$ cat src/rtl/npu_arb_pkg.sv
// Shared arbitration types for the NPU buffer port arbiters.
// Holds the arbiter state encoding and a width helper for index and count fields.
package npu_arb_pkg;

    typedef enum logic {
        ST_IDLE  = 1'b0,
        ST_BURST = 1'b1
    } arb_state_e;

    // Never returns 0, so a one-entry range still gets a usable 1-bit field.
    function automatic int unsigned idx_w(input int unsigned n);
        return (n <= 2) ? 1 : $clog2(n);
    endfunction

endpackage

$ cat src/rtl/fifo_wr_arbiter_rr_pick.sv
// Combinational round-robin picker: the first set request bit found
// by searching cyclically upward from ptr_i.
module rr_pick #(
    parameter int N  = 4,
    parameter int IW = 2
) (
    input  logic [N-1:0]  req_i,
    input  logic [IW-1:0] ptr_i,
    output logic          valid_o,
    output logic [IW-1:0] index_o
);

    // Walk from the far end back toward ptr so the closest candidate wins.
    always_comb begin
        valid_o = 1'b0;
        index_o = '0;
        for (int k = N - 1; k >= 0; k--) begin
            if (req_i[(int'(ptr_i) + k) % N]) begin
                valid_o = 1'b1;
                index_o = IW'((int'(ptr_i) + k) % N);
            end
        end
    end

endmodule

$ cat src/rtl/fifo_wr_arbiter.sv
// Round-robin arbiter that shares one fifo write port among NUM_REQ producers.
// Grants bursts, hands over without a bubble and stalls beat by beat on FIFO_FULL.
module fifo_wr_arbiter
    import npu_arb_pkg::*;
#(
    parameter int DATA_WIDTH = 8,
    parameter int NUM_REQ    = 4,
    parameter int MAX_BURST  = 16
) (
    input  logic                          CLKEXT,
    input  logic                          RST,
    input  logic [NUM_REQ-1:0]            REQ,
    input  logic [NUM_REQ-1:0]            LAST,
    input  logic [NUM_REQ*DATA_WIDTH-1:0] DATA,
    output logic [NUM_REQ-1:0]            ACK,
    output logic [NUM_REQ-1:0]            GNT,
    output logic [$clog2(NUM_REQ)-1:0]    GNT_ID,
    output logic                          BUSY,
    output logic                          FIFO_WR_EN,
    output logic [DATA_WIDTH-1:0]         FIFO_DATA_IN,
    input  logic                          FIFO_FULL
);

    localparam int IW = idx_w(NUM_REQ);
    localparam int CW = idx_w(MAX_BURST + 1);

    arb_state_e        state_q, state_d;
    logic [IW-1:0]     g_q, g_d;
    logic [IW-1:0]     ptr_q, ptr_d;
    logic [CW-1:0]     cnt_q, cnt_d;
    logic [NUM_REQ-1:0] gnt_q, gnt_d;

    logic              busy;
    logic              acc;
    logic              burst_end;
    logic [IW-1:0]     next_ptr;
    logic [IW-1:0]     pick_ptr;
    logic              pick_valid;
    logic [IW-1:0]     pick_idx;

    assign busy      = (state_q == ST_BURST);
    assign acc       = busy & REQ[g_q] & ~FIFO_FULL;
    assign burst_end = busy & ((acc & (LAST[g_q] | (cnt_q == CW'(MAX_BURST - 1)))) | ~REQ[g_q]);
    assign next_ptr  = (g_q == IW'(NUM_REQ - 1)) ? '0 : g_q + IW'(1);

    // One picker serves both the idle pick and the end-of-burst re-arbitration.
    assign pick_ptr = busy ? next_ptr : ptr_q;

    rr_pick #(
        .N  (NUM_REQ),
        .IW (IW)
    ) u_rr_pick (
        .req_i   (REQ),
        .ptr_i   (pick_ptr),
        .valid_o (pick_valid),
        .index_o (pick_idx)
    );

    always_comb begin
        state_d = state_q;
        g_d     = g_q;
        ptr_d   = ptr_q;
        cnt_d   = cnt_q;
        gnt_d   = gnt_q;
        if (!busy) begin
            if (pick_valid) begin
                state_d = ST_BURST;
                g_d     = pick_idx;
                cnt_d   = '0;
                gnt_d   = NUM_REQ'(1) << pick_idx;
            end
        end else if (burst_end) begin
            ptr_d = next_ptr;
            cnt_d = '0;
            if (pick_valid) begin
                g_d   = pick_idx;
                gnt_d = NUM_REQ'(1) << pick_idx;
            end else begin
                state_d = ST_IDLE;
                g_d     = '0;
                gnt_d   = '0;
            end
        end else if (acc) begin
            cnt_d = cnt_q + CW'(1);
        end
    end

    always_ff @(posedge CLKEXT or posedge RST) begin
        if (RST) begin
            state_q <= ST_IDLE;
            g_q     <= '0;
            ptr_q   <= '0;
            cnt_q   <= '0;
            gnt_q   <= '0;
        end else begin
            state_q <= state_d;
            g_q     <= g_d;
            ptr_q   <= ptr_d;
            cnt_q   <= cnt_d;
            gnt_q   <= gnt_d;
        end
    end

    assign GNT          = gnt_q;
    assign GNT_ID       = g_q;
    assign BUSY         = busy;
    assign ACK          = acc ? gnt_q : '0;
    assign FIFO_WR_EN   = acc;
    assign FIFO_DATA_IN = busy ? DATA[int'(g_q) * DATA_WIDTH +: DATA_WIDTH] : '0;

endmodule

$ cat config.mk
export PLATFORM = sky130hd
export DESIGN_NAME = fifo_wr_arbiter
export DESIGN_NICKNAME = d
export VERILOG_FILES = /design/src/rtl/npu_arb_pkg.sv /design/src/rtl/fifo_wr_arbiter_rr_pick.sv /design/src/rtl/fifo_wr_arbiter.sv
export SDC_FILE = /design/constraint.sdc
export NUM_CORES = 1
export LEC_CHECK = 0
export CORE_ASPECT_RATIO = 1.1
export CORE_MARGIN = 2
export CORE_UTILIZATION = 36
export CTS_CLUSTER_SIZE = 28
export DETAILED_ROUTE_END_ITERATION = 8
export HOLD_SLACK_MARGIN = 0.06
export PLACE_DENSITY = 0.83
export SLEW_MARGIN = 15
export SYNTH_ARGS = -nofsm -noshare
export SYNTH_HDL_FRONTEND = slang
export SYNTH_SLANG_ARGS = --single-unit
export TNS_END_PERCENT = 1
$ cat constraint.sdc
create_clock -name CLKEXT -period 1.8 [get_ports CLKEXT]
set_input_delay 0.36 -clock CLKEXT [delete_from_list [all_inputs] [get_ports CLKEXT]]
set_output_delay 0.36 -clock CLKEXT [all_outputs]
set_load 0.03 [all_outputs]
## Word level (Yosys, flattened, before mapping)

Index checks and enable logic that the tools add are counted.

- Bits in registers: 14
- Bits in writable memories: 0
- Latch bits: 0
- Memories: 0
- Word-level logic and storage cells: 81
- ROM bits: 0
- Bits of input ports: 43

- Bitwise logic cells: 11
- Div/mod/pow operators: 0
- Reduce and logical (&&, ||, !) cells: 7
- Add/subtract/negate cells: 5
- Muxes and demuxes: 42
- Equal/unequal tests: 4
- Multiply operators: 0
- $lt $le $gt $ge: 5
- Shift-type cells: 2

Operators by type and width:

| operator | number |
|---|---|
| 32-bit by 6-bit indexed part select with 8-bit output | 1 |
| 2-bit two-way mux | 10 |
| 4-bit two-way mux | 5 |
| 5-bit two-way mux | 4 |
| 1-bit two-way mux | 16 |
| 1-bit binary-select mux with 2-bit select | 6 |
| 3-bit by 4-bit < comparator with 1-bit output, second input constant | 3 |
| 8-bit two-way mux | 1 |
| 2-bit by 3-bit < comparator with 1-bit output, second input constant | 2 |
| 2-bit AND reduction | 3 |
| 2-bit OR reduction | 3 |
| 5-bit by 1-bit adder with 5-bit output, second input constant | 1 |
| 5-bit by 4-bit equality test with 1-bit output, second input constant | 1 |
| 2-bit by 1-bit adder with 2-bit output, second input constant | 2 |
| 2-bit adder, second input constant | 2 |
| 1-bit AND | 4 |
| 1-bit by 2-bit left shift with 4-bit output, first input constant | 1 |
| 1-bit AND, first input constant | 3 |
| 3-bit by 1-bit inequality test with 1-bit output, second input constant | 1 |
| 2-bit equality test, second input constant | 1 |
| 2-bit by 1-bit inequality test with 1-bit output, second input constant | 1 |
| 1-bit NOT | 2 |
| 1-bit bitwise OR | 2 |
| 2-bit nonzero test | 1 |

## Longest topological paths before layout

- Depth after elaboration: 17
- Gate-level depth with buffers: 7
- Gate-level depth less buffers: 7

## Hierarchy

Synthesis repeated with hierarchy kept, for this count alone.

- Cells, all modules: 109
- Area total of the unflattened synthesis: 1106.1 sq um

By module, submodules not included:

| module | sequential area each (sq um) | cells each | instances | area each (sq um) |
|---|---|---|---|---|
| fifo_wr_arbiter | 350.3 | 96 | 1 | 1028.5 |
| rr_pick | 0.0 | 13 | 1 | 77.6 |

## Least setup slack after synthesis

Ideal clock, no wire load.

- Kind: register to output
- Start point: reg g_q[0], in the netlist GNT_ID[0]
- End point: out ACK[0]
- Slack: -362 ps
- Cell stages (with the launch flop): 5
- Arrival: 1802 ps
- Path through: dfrtp_1 -> buf_6 -> mux4_2 -> nand2_4 -> nor3_1

- Cells in the longest elaborated chain, start to end: 5

Ends and longest elaborated chain:

| element | RTL line | source |
|---|---|---|
| start: declaration | fifo_wr_arbiter.sv:28 | `logic [IW-1:0] g_q, g_d;` |
| start signal: assignment | fifo_wr_arbiter.sv:97 | `g_q <= g_d;` |
| 1-bit binary-select mux with 2-bit select | fifo_wr_arbiter.sv:42 | `assign acc = busy & REQ[g_q] & ~FIFO_FULL;` |
| 1-bit two-way mux (implied by the code) | fifo_wr_arbiter.sv:42 |  |
| 1-bit AND (2 in series) | fifo_wr_arbiter.sv:42 |  |
| 4-bit two-way mux | fifo_wr_arbiter.sv:107 | `assign ACK = acc ? gnt_q : '0;` |
| end: declaration | fifo_wr_arbiter.sv:15 | `output logic [NUM_REQ-1:0] ACK,` |

Every way passes these cells. The select of a mux whose other input is x is not followed.

## Worst setup path after layout

- Start point: reg g_q[0], in the netlist GNT_ID[0]
- End point: out FIFO_DATA_IN[5]

- Cells in the longest elaborated chain, start to end: 2

Ends and longest elaborated chain:

| element | RTL line | source |
|---|---|---|
| 32-bit by 6-bit indexed part select with 8-bit output | fifo_wr_arbiter.sv:109 | `assign FIFO_DATA_IN = busy ? DATA[int'(g_q) * DATA_WIDTH +: DATA_WIDTH] : '0;` |
| 8-bit two-way mux | fifo_wr_arbiter.sv:109 |  |
| end: declaration | fifo_wr_arbiter.sv:20 | `output logic [DATA_WIDTH-1:0] FIFO_DATA_IN,` |

Every way passes these cells.

==> results.yml <==
outcome:
  status: "complete, but fails checks"
  violations: "negative setup slack"
logic_synthesis:
  synth_nets: 161
  syn_avg_cell_area_sq_um: 10.6
  ys_seq_elements: 14
  synthArstFlopShare_pct: 100
  yosysWarnings: 0
  netlist_area_sq_um: 1210
  synth_flop_cell: "dfrtp_1"
  synth-edff-count: 0
  seq_area_frac_synth_pct: 28.8
  synthCells: 115
  ys_types: 43
drt:
  vias: 1368
  wl_met2_um: 2440
  detail_route.first_pass.iterations: 4
  totalWireLength_um: 4390
  met3WireLength_um: 456
  drt-met1-wl_um: 1360
  top_layer: "met4"
  first_iter_violations: 38
  wl_per_cell_um: 18.1
  via_per_inst: 5.63
  drc: 0
  final_antenna_net_count: 0
worst_setup_path:
  critical_path_arrival_ns: 1.79
  start_kind: "register"
  worstRegToRegCells: 7
  critPathCapture: "FIFO_DATA_IN[5]"
  endpoint_kind: "primary output"
  regToRegEndpoint: "GNT[1]"
  r2r-start: "GNT_ID[0]"
  r2r_setup_slack_ns: -0.27
  path_max_fanout: 5
  required_ns: 1.44
  crit_type: "register to primary output"
  crit_start: "GNT_ID[0]"
clocking:
  cts-root-buf: "clkbuf_4"
  ctsHtreeMaxLevel: 1
  path_clk_slew_ns: 0.09
  cts_sinks: 14
  insertion_delay_ns: 0.30
  clk_path_buf_depth: 2
  cts_made_buffers: 3
  ctsHoldBuffers: 0
  cts_tree: "done"
floorplan:
  die_area_sq_um: 3860
  rows: 22
  die-width_um: 59.4
  die_h_um: 64.9
  core_area_sq_um: 3280
  io-pin-count: 63
  initial_core_util_pct: 37.1
pwr:
  pwr-share-seq_pct: 14.5
  p_leak_nw: 0.976
  clkPwrFrac_pct: 7.0
  ir_drop_mv: 0.775
  swShare_pct: 42.0
  power_density_nw_per_um2: 1480
  p_int_mw: 1.99
  switchingPower_mw: 1.44
  power_frac_comb_pct: 78.6
  fin_total_pwr_mw: 3.42
cells_and_area:
  area_growth_pct: 90.4
  insertedDiodeCount: 0
  nets: 254
  drive_gt1_share_pct: 48.3
  finalNonFillerCells: 243
  final_util_pct: 70.6
  fillers: 228
sta:
  rsz0062_at_grt: "yes"
  report.final.slew_viol_count: 0
  fin_ws_ns: -0.355
  finalHoldViolations: 0
  clock.fmax_ghz: 0.464
  max_slew_margin_pct: 64.2
  clock_skew_ns: 0.00837
  tightest_slew_ns: 0.537
  setup_viol: 23
  whs_ns: 0.393
  fin_crit_ns: 2.15
  fin_crit_sh_pct: 120
global_routing:
  grt_pass1_wl_um: 6930
  overflow: 0
  grt_pass1_vias: 1546
  antenna_found_initial: 0
  track_usage_pct: 24.1
  grt_max_degree: 15
hold_path:
  hold_class: "input port to async pin"
place:
  gp_congestion: 0.830
  pre_cts_slack_ns: -0.723
  hpwl_um: 3120
  placed_cells: 231
  port_buffers: 62
run:
  cap_violations: 0
per-layer routing:
metal | track usage (%) | vias to the layer above
met5 | 0 | -
met4 | 13.4 | 0
met3 | 5.59 | 10
met2 | 45.6 | 76
met1 | 22.8 | 658
li1 | - | 624
through the flow:
stage	TNS [ns]	area (sq um)
final	-5.64	2310
after global routing	-7.14	2310
after CTS	-5.06	2230
after detailed placement	-10.44	2080
after global placement	-9.80	2080
after floorplan	-0.642	1270
worst min path at each step:
stage	from	to	depth (start not counted)
final	RST	GNT[3]	2
after global routing	RST	cnt_q[4]	2
after CTS	RST	cnt_q[0]	2
after detailed placement	ptr_q[1]	ptr_q[1]	1
after global placement	ptr_q[1]	ptr_q[1]	1
after floorplan	RST	BUSY	1
power by group through the flow:
stage	Combinational (mW)	Sequential, mW	Clock (mW)
2_1_floorplan	1.35	0.583	0
5_1_grt	2.86	0.509	0.258
3_3_place_gp	2.16	0.486	0
3_5_place_dp	2.22	0.491	0
4_1_cts	2.52	0.494	0.237
6_report	2.69	0.495	0.239
worst max-delay path, cell delays in order, from the launching register on:
cell and delay, ns:
dfrtp_2 0.47, buf_12 0.13, buf_6 0.09, mux4_2 0.52, and2_4 0.16, buf_6 0.13
cell type report:
cell class	instances	area, sq um	area share [%]
Clock buffer	4	36.3	1.57
Sequential cell	14	352	15.2
Inverter	14	52.6	2.27
Multi-Input combinational cell	81	918	39.7
Tap cell	36	45.0	1.95
Timing Repair Buffer	94	910	39.3
state kept, by name, indices dropped and copies added (netlist names):
| signal | flops |
|---|---|
| ptr_q | 2 |
| GNT_ID | 2 |
| BUSY | 1 |
| cnt_q | 5 |
| GNT | 4 |
kinds of logic after synthesis:
logic type,synth area share [%]
muxes,23.6
and+or+nand+nor,19.3
AOI/OAI and AO/OA,17.7
adders and majority gates,3.09
buffers and inverters,7.52
DFF,28.8
placed cells by master (no fill, tap or decap), types with 3 or more instances in the layout:
| cell type | n |
|---|---|
| buf_4 | 33 |
| mux2_2 | 3 |
| nor2b_1 | 4 |
| nand4_1 | 4 |
| and2_4 | 9 |
| o32ai_2 | 3 |
| mux4_2 | 9 |
| clkbuf_4 | 3 |
| inv_1 | 14 |
| clkdlybuf4s50_1 | 46 |
| buf_6 | 11 |
| nor2_1 | 3 |
| dfrtp_1 | 13 |
| o22ai_1 | 4 |
| mux2i_1 | 3 |
| nor3_2 | 4 |
cell usage after synthesis, types with 2 or more instances:
library cell / n / area share [%]
mux2_2: 3 / 2.8
mux4_2: 9 / 17
o32ai_1: 4 / 2.9
o21ai_0: 3 / 1.2
nor2_1: 4 / 1.2
and3_1: 2 / 1.0
dfrtp_1: 14 / 29
and2_1: 8 / 4.1
ha_1: 3 / 3.1
clkbuf_1: 2 / 0.62
nor3_1: 4 / 1.6
inv_1: 14 / 4.3
nor2b_1: 5 / 2.6
nand4_1: 4 / 2.1
o22ai_1: 4 / 2.1
mux2i_1: 5 / 4.1
what timing repair did:
action	CTS	global route
setup endpoints to repair	24	28
gates resized for setup	92	13
cloned	1	0
pin swaps	14	4
setup buffers	3	4
No activity file was read; power rests on OpenSTA's default activity.
